`src/rtl/multicycle_control.sv`:
```
// ---------------------------------------------------------------------------
// multicycle_control
//
// Control FSM for the multicycle MIPS datapath. A Moore state register
// sequences fetch, decode, execute, memory and write-back; every datapath
// enable and mux select is decoded combinationally from the current state.
// The only exceptions are:
//   - FETCH IRWrite/PCWrite, which are gated by mem_ready.
//   - MEM_WR instr_done, which is gated by mem_ready.
//   - EXEC_I ALUOp and BRANCH BranchEQ/BranchNE, which are decoded from OP.
//
// Optional feature macro: MULTICYCLE_JAL_EN
//   - Defined: OP 0x03 runs through the JAL state.
//   - Undefined: OP 0x03 is illegal.
//
// Parameters:
//   ALUOP_WIDTH   width of ALUOp (>= 3); codes are zero-extended
//
// Ports:
//   clk           system clock, rising edge
//   reset         asynchronous, active-low reset (forces IDLE)
//   OP            opcode from the instruction register
//   mem_ready     memory completes the current access this cycle
//   PCWrite, IorD, MemRead, MemWrite, IRWrite, ALUSrcA, RegWrite,
//   BranchEQ, BranchNE
//                 single-bit datapath controls
//   ALUSrcB       00 reg B, 01 const 4, 10 sign-ext imm, 11 imm<<2
//   PCSource      00 ALU result, 01 ALUOut, 10 jump target
//   RegDst        00 rt, 01 rd, 10 $31
//   MemtoReg      00 ALUOut, 01 MDR, 10 PC
//   ALUOp         ALU operation code
//   state         current state (debug)
//   instr_done    pulse in the last cycle of each instruction
//   illegal_op    pulse in DECODE when OP is unsupported
// ---------------------------------------------------------------------------
module multicycle_control #(
    parameter int ALUOP_WIDTH = 3
) (
    input  logic                   clk,
    input  logic                   reset,
    input  logic [5:0]             OP,
    input  logic                   mem_ready,
    output logic                   PCWrite,
    output logic                   IorD,
    output logic                   MemRead,
    output logic                   MemWrite,
    output logic                   IRWrite,
    output logic                   ALUSrcA,
    output logic                   RegWrite,
    output logic                   BranchEQ,
    output logic                   BranchNE,
    output logic [1:0]             ALUSrcB,
    output logic [1:0]             PCSource,
    output logic [1:0]             RegDst,
    output logic [1:0]             MemtoReg,
    output logic [ALUOP_WIDTH-1:0] ALUOp,
    output logic [3:0]             state,
    output logic                   instr_done,
    output logic                   illegal_op
);

    generate
        if (ALUOP_WIDTH < 3) begin : g_width_check
            $error("multicycle_control: ALUOP_WIDTH must be >= 3");
        end
    endgenerate

    typedef enum logic [3:0] {
        S_IDLE    = 4'd0,
        S_FETCH   = 4'd1,
        S_DECODE  = 4'd2,
        S_MEM_ADR = 4'd3,
        S_MEM_RD  = 4'd4,
        S_MEM_WB  = 4'd5,
        S_MEM_WR  = 4'd6,
        S_EXEC_R  = 4'd7,
        S_ALU_WB  = 4'd8,
        S_EXEC_I  = 4'd9,
        S_IMM_WB  = 4'd10,
        S_BRANCH  = 4'd11,
        S_JUMP    = 4'd12
`ifdef MULTICYCLE_JAL_EN
        ,
        S_JAL     = 4'd13
`endif
    } state_t;

    localparam logic [5:0] OP_RTYPE = 6'h00;
    localparam logic [5:0] OP_J     = 6'h02;
    localparam logic [5:0] OP_JAL   = 6'h03;
    localparam logic [5:0] OP_BEQ   = 6'h04;
    localparam logic [5:0] OP_BNE   = 6'h05;
    localparam logic [5:0] OP_ADDI  = 6'h08;
    localparam logic [5:0] OP_ANDI  = 6'h0c;
    localparam logic [5:0] OP_ORI   = 6'h0d;
    localparam logic [5:0] OP_LUI   = 6'h0f;
    localparam logic [5:0] OP_LW    = 6'h23;
    localparam logic [5:0] OP_SW    = 6'h2b;

    localparam logic [2:0] ALU_RTYPE = 3'b111;
    localparam logic [2:0] ALU_ADDI  = 3'b110;
    localparam logic [2:0] ALU_AND   = 3'b011;
    localparam logic [2:0] ALU_OR    = 3'b101;
    localparam logic [2:0] ALU_LUI   = 3'b001;
    localparam logic [2:0] ALU_ADD   = 3'b010;
    localparam logic [2:0] ALU_SUB   = 3'b100;

    state_t     cur;
    state_t     nxt;
    logic [2:0] alu_code;

    always_ff @(posedge clk or negedge reset) begin
        if (!reset) begin
            cur <= S_IDLE;
        end else begin
            cur <= nxt;
        end
    end

    assign state = cur;

    // Next-state logic
    always_comb begin
        nxt = S_FETCH;
        case (cur)
            S_IDLE:    nxt = S_FETCH;
            S_FETCH:   nxt = mem_ready ? S_DECODE : S_FETCH;
            S_DECODE: begin
                case (OP)
                    OP_RTYPE:                          nxt = S_EXEC_R;
                    OP_ADDI, OP_ANDI, OP_ORI, OP_LUI:  nxt = S_EXEC_I;
                    OP_LW, OP_SW:                      nxt = S_MEM_ADR;
                    OP_BEQ, OP_BNE:                    nxt = S_BRANCH;
                    OP_J:                              nxt = S_JUMP;
`ifdef MULTICYCLE_JAL_EN
                    OP_JAL:                            nxt = S_JAL;
`endif
                    default:                           nxt = S_FETCH;
                endcase
            end
            S_MEM_ADR: nxt = (OP == OP_LW) ? S_MEM_RD : S_MEM_WR;
            S_MEM_RD:  nxt = mem_ready ? S_MEM_WB : S_MEM_RD;
            S_MEM_WB:  nxt = S_FETCH;
            S_MEM_WR:  nxt = mem_ready ? S_FETCH : S_MEM_WR;
            S_EXEC_R:  nxt = S_ALU_WB;
            S_ALU_WB:  nxt = S_FETCH;
            S_EXEC_I:  nxt = S_IMM_WB;
            S_IMM_WB:  nxt = S_FETCH;
            S_BRANCH:  nxt = S_FETCH;
            S_JUMP:    nxt = S_FETCH;
`ifdef MULTICYCLE_JAL_EN
            S_JAL:     nxt = S_FETCH;
`endif
            default:   nxt = S_IDLE;
        endcase
    end

    // Output decode: everything defaults to 0, each state raises only its own
    // controls. IDLE (and therefore reset) falls through to all-zero.
    always_comb begin
        PCWrite    = 1'b0;
        IorD       = 1'b0;
        MemRead    = 1'b0;
        MemWrite   = 1'b0;
        IRWrite    = 1'b0;
        ALUSrcA    = 1'b0;
        RegWrite   = 1'b0;
        BranchEQ   = 1'b0;
        BranchNE   = 1'b0;
        ALUSrcB    = 2'b00;
        PCSource   = 2'b00;
        RegDst     = 2'b00;
        MemtoReg   = 2'b00;
        alu_code   = 3'b000;
        instr_done = 1'b0;
        illegal_op = 1'b0;
        case (cur)
            S_FETCH: begin
                MemRead  = 1'b1;
                ALUSrcB  = 2'b01;
                alu_code = ALU_ADD;
                // Latch IR and advance PC only on the cycle memory delivers.
                IRWrite  = mem_ready;
                PCWrite  = mem_ready;
            end
            S_DECODE: begin
                ALUSrcB  = 2'b11;
                alu_code = ALU_ADD;
                case (OP)
                    OP_RTYPE, OP_ADDI, OP_ANDI, OP_ORI, OP_LUI,
                    OP_LW, OP_SW, OP_BEQ, OP_BNE, OP_J: begin
                        illegal_op = 1'b0;
                    end
`ifdef MULTICYCLE_JAL_EN
                    OP_JAL: begin
                        illegal_op = 1'b0;
                    end
`endif
                    default: begin
                        illegal_op = 1'b1;
                        instr_done = 1'b1;
                    end
                endcase
            end
            S_MEM_ADR: begin
                ALUSrcA  = 1'b1;
                ALUSrcB  = 2'b10;
                alu_code = ALU_ADD;
            end
            S_MEM_RD: begin
                MemRead = 1'b1;
                IorD    = 1'b1;
            end
            S_MEM_WB: begin
                RegWrite   = 1'b1;
                MemtoReg   = 2'b01;
                instr_done = 1'b1;
            end
            S_MEM_WR: begin
                MemWrite   = 1'b1;
                IorD       = 1'b1;
                instr_done = mem_ready;
            end
            S_EXEC_R: begin
                ALUSrcA  = 1'b1;
                alu_code = ALU_RTYPE;
            end
            S_ALU_WB: begin
                RegWrite   = 1'b1;
                RegDst     = 2'b01;
                instr_done = 1'b1;
            end
            S_EXEC_I: begin
                ALUSrcA = 1'b1;
                ALUSrcB = 2'b10;
                case (OP)
                    OP_ADDI: alu_code = ALU_ADDI;
                    OP_ANDI: alu_code = ALU_AND;
                    OP_ORI:  alu_code = ALU_OR;
                    OP_LUI:  alu_code = ALU_LUI;
                    default: alu_code = 3'b000;
                endcase
            end
            S_IMM_WB: begin
                RegWrite   = 1'b1;
                instr_done = 1'b1;
            end
            S_BRANCH: begin
                ALUSrcA    = 1'b1;
                alu_code   = ALU_SUB;
                PCSource   = 2'b01;
                BranchEQ   = (OP == OP_BEQ);
                BranchNE   = (OP == OP_BNE);
                instr_done = 1'b1;
            end
            S_JUMP: begin
                PCWrite    = 1'b1;
                PCSource   = 2'b10;
                instr_done = 1'b1;
            end
`ifdef MULTICYCLE_JAL_EN
            S_JAL: begin
                // PC already holds PC+4 from FETCH; it is written to $31
                // in the same cycle the PC is loaded with the jump target.
                PCWrite    = 1'b1;
                PCSource   = 2'b10;
                RegWrite   = 1'b1;
                RegDst     = 2'b10;
                MemtoReg   = 2'b10;
                instr_done = 1'b1;
            end
`endif
            default: begin
                instr_done = 1'b0;
            end
        endcase
    end

    assign ALUOp = ALUOP_WIDTH'(alu_code);

endmodule

```
`config.mk`:
```
export PLATFORM = sky130hd
export DESIGN_NAME = multicycle_control
export DESIGN_NICKNAME = d
export VERILOG_FILES = /design/src/rtl/multicycle_control.sv
export SDC_FILE = /design/constraint.sdc
export NUM_CORES = 1
export LEC_CHECK = 0
export ABC_AREA = 1
export CAP_MARGIN = 10
export CORE_MARGIN = 2
export CORE_UTILIZATION = 42
export CTS_BUF_LIST = sky130_fd_sc_hd__clkbuf_2
export CTS_CLUSTER_SIZE = 40
export DETAILED_ROUTE_END_ITERATION = 8
export PLACE_DENSITY_LB_ADDON = 0.08
export SYNTH_ARGS = -nofsm -noshare
export SYNTH_HDL_FRONTEND = slang
export SYNTH_SLANG_ARGS = --single-unit
```
`constraint.sdc`:
```
create_clock -name clk -period 3.1 [get_ports clk]
set_input_delay 0.775 -clock clk [delete_from_list [all_inputs] [get_ports clk]]
set_output_delay 0.775 -clock clk [all_outputs]
set_load 0.1 [all_outputs]
```
==> results of run 1 <==
-- metrics by stage --
stage | setup WS, ns | cell area [sq um] | instances
after CTS | 0.0986 | 1070 | 165
final | 0.0863 | 1070 | 165
after global placement | 0.181 | 1060 | 162
after floorplan | -0.116 | 681 | 117
after detailed placement | 0.106 | 1060 | 162
after global routing | 0.0140 | 1070 | 165
-- Yosys cell counts, types with 2 or more instances --
cell type / count
dfrtp_1: 4
nand2_2: 4
o21ai_2: 2
nand3_1: 12
nor2_2: 6
nand4_1: 5
inv_1: 21
nand2_1: 23
inv_2: 5
o21ai_0: 3
buf_4: 2
nor2_1: 20
-- cell type report --
type                            count  area (sq um)  area share (%)
Timing Repair Buffer               32           373            34.8
Clock buffer                        3          15.0            1.40
Multi-Input combinational cell     85           463            43.2
Tap cell                           15          18.8            1.75
Inverter                           26          97.6            9.10
Sequential cell                     4           105            9.80
-- final timing paths --
kind                          start       end  slack, ns  cells past startpoint
setup / recovery              OP[1]  ALUOp[2]       0.09                      7
hold / removal             state[2]  state[2]       0.65                      2
setup reg to reg           state[0]  state[0]       1.74                      5
hold reg to reg            state[2]  state[2]       0.65                      2
max in group asynchronous     reset  state[3]       2.16                      1
min in group asynchronous     reset  state[0]       0.76                      1
-- kinds of logic after synthesis --
logic type,Yosys count
compound gates,10
buf+inv,28
flops,4
other cells,1
simple gates,73
-- worst max-delay path, stage by stage --
cell and delay, ns:
clkdlybuf4s50_1 0.46, nor2_1 0.27, nand3_1 0.21, nor2_1 0.12, nand2_1 0.06, nand4_1 0.13, buf_12 0.20
-- per-layer routing --
| metal | share of wire (%) | vias up | wire [microns] |
|---|---|---|---|
| met5 | 0 | - | 0 |
| met2 | 49 | 46 | 902 |
| met4 | 4.2 | 0 | 77 |
| li1 | - | 432 | - |
| met3 | 7.5 | 8 | 137 |
| met1 | 39 | 360 | 718 |
==> flow_metrics.env, run 1 <==
export IMPL_area_growth_pct=71.1
export IMPL_clk_pin_slew_worst_paths_ns=0.04
export IMPL_outcome="complete, no violations"
export IMPL_yosys_area_share_adder_pct=0
export IMPL_drtAntennaViolNets=0
export IMPL_synth_compound_area_share_pct=11.0
export IMPL_cts_max_path_buffers=2
export IMPL_start_util_pct=46.4
export IMPL_post_cts_buffers=0
export IMPL_dieArea_sq_mm=0.00182
export IMPL_cts_resized=0
export IMPL_hold_violations=0
export IMPL_nFillCells=110
export IMPL_grt_pass1_vias=781
export IMPL_firstDrtPassIters=4
export IMPL_wire_per_inst_microns=11.1
export IMPL_crit_type="in -> out"
export IMPL_cts_made_buffers=3
export IMPL_fin_crit_ns=3.01
export IMPL_hold_path_class="reg -> reg"
export IMPL_synth_top_family_by_area="simple AND/OR/NAND/NOR gates"
export IMPL_antenna_cells=0
export IMPL_met1_usage_pct=26.4
export IMPL_timing_fmax_mhz=332
export IMPL_yosys_warnings=0
export IMPL_synth_top_area_cell="dfrtp_1"
export IMPL_worst_hold_slack_ns=0.655
export IMPL_fp_dieH_microns=42.6
export IMPL_crit_path_start_kind="input pin"
export IMPL_period_share_pct=97.2
export IMPL_clock_latency_ns=0.21
export IMPL_avgSynthCellArea_sq_um=5.40
export IMPL_fin_util_pct=79.4
export IMPL_synthMuxAreaShare_pct=0
export IMPL_core_area_sq_mm=0.00135
export IMPL_synthTopCellsByArea="dfrtp_1, nand2_1, inv_1"
export IMPL_grt_pass1_wl_mm=3.12
export IMPL_fin_nets=161
export IMPL_cts_hold_buffers=0
export IMPL_dp_hpwl_mm=1.58
export IMPL_htree_levels=1
export IMPL_yosysSeqAreaShare_pct=16.0
export IMPL_vias_per_cell=5.13
export IMPL_syn_instance_count=116
export IMPL_cp_arrival_ns=2.24
export IMPL_die_x_microns=42.6
export IMPL_synth_distinct_cells=21
export IMPL_synth_seq_cells=4
export IMPL_ys_async_sr_fraction_pct=100
export IMPL_cap_violations=0
export IMPL_synth_top_cell_area_share_pct=16.0
export IMPL_setup_tns_ns=0
export IMPL_ctsRootBufferMaster="clkbuf_2"
export IMPL_end_kind="output pin"
export IMPL_drc=0
export IMPL_final_cell_mix="nand2_1, inv_1, nor2_1"
export IMPL_port_buffers=32
export IMPL_detailedRoute_firstIterationViolations=38
export IMPL_io_pins=35
export IMPL_finalSetupViolations=0
export IMPL_gr_total_overflow=0
export IMPL_place_congestion=0.920
export IMPL_rows=13
export IMPL_cp_required_ns=2.32
export IMPL_grt_max_degree=9
export IMPL_wl_mm=1.84
export IMPL_grtUsageMet3_pct=3.02
export IMPL_grt_setup_unrepaired="no"
export IMPL_grt_util_met2_pct=35.8
export IMPL_antenna_found_initial=0
export IMPL_largest_reg_flops=4
export IMPL_drv_slew=0
export IMPL_synth_edf_count=0
export IMPL_worst_path_max_fanout=4
export IMPL_cts_tree="yes"
export IMPL_synth_xor_area_share_pct=0
export IMPL_vias=846
export IMPL_grt_busiest_layer="met2"
export IMPL_track_usage_pct=22.6
export IMPL_syn_area_sq_um=627
export IMPL_synth_simple_area_share_pct=54.5
export IMPL_drive_gt1_share_pct=38.0
export IMPL_finClkSkew_ns=0.00295
export IMPL_cts_sinks=4
export IMPL_synth_ff_type="dfrtp_1"
export IMPL_mostFrequentLayoutCell="nand2_1"
Power of run 1 is left out: the tool's default activity adds up to more than one toggle a clock period on the data nets, which glitch-free logic cannot reach.
==> inputs of run 2 (changes only) <==
Settings changed: HOLD_SLACK_MARGIN set to 0.08.
==> results of run 2 <==
Final layout, timing and power as in run 1 (identical DEF).
Power of run 2 is left out for the same reason.
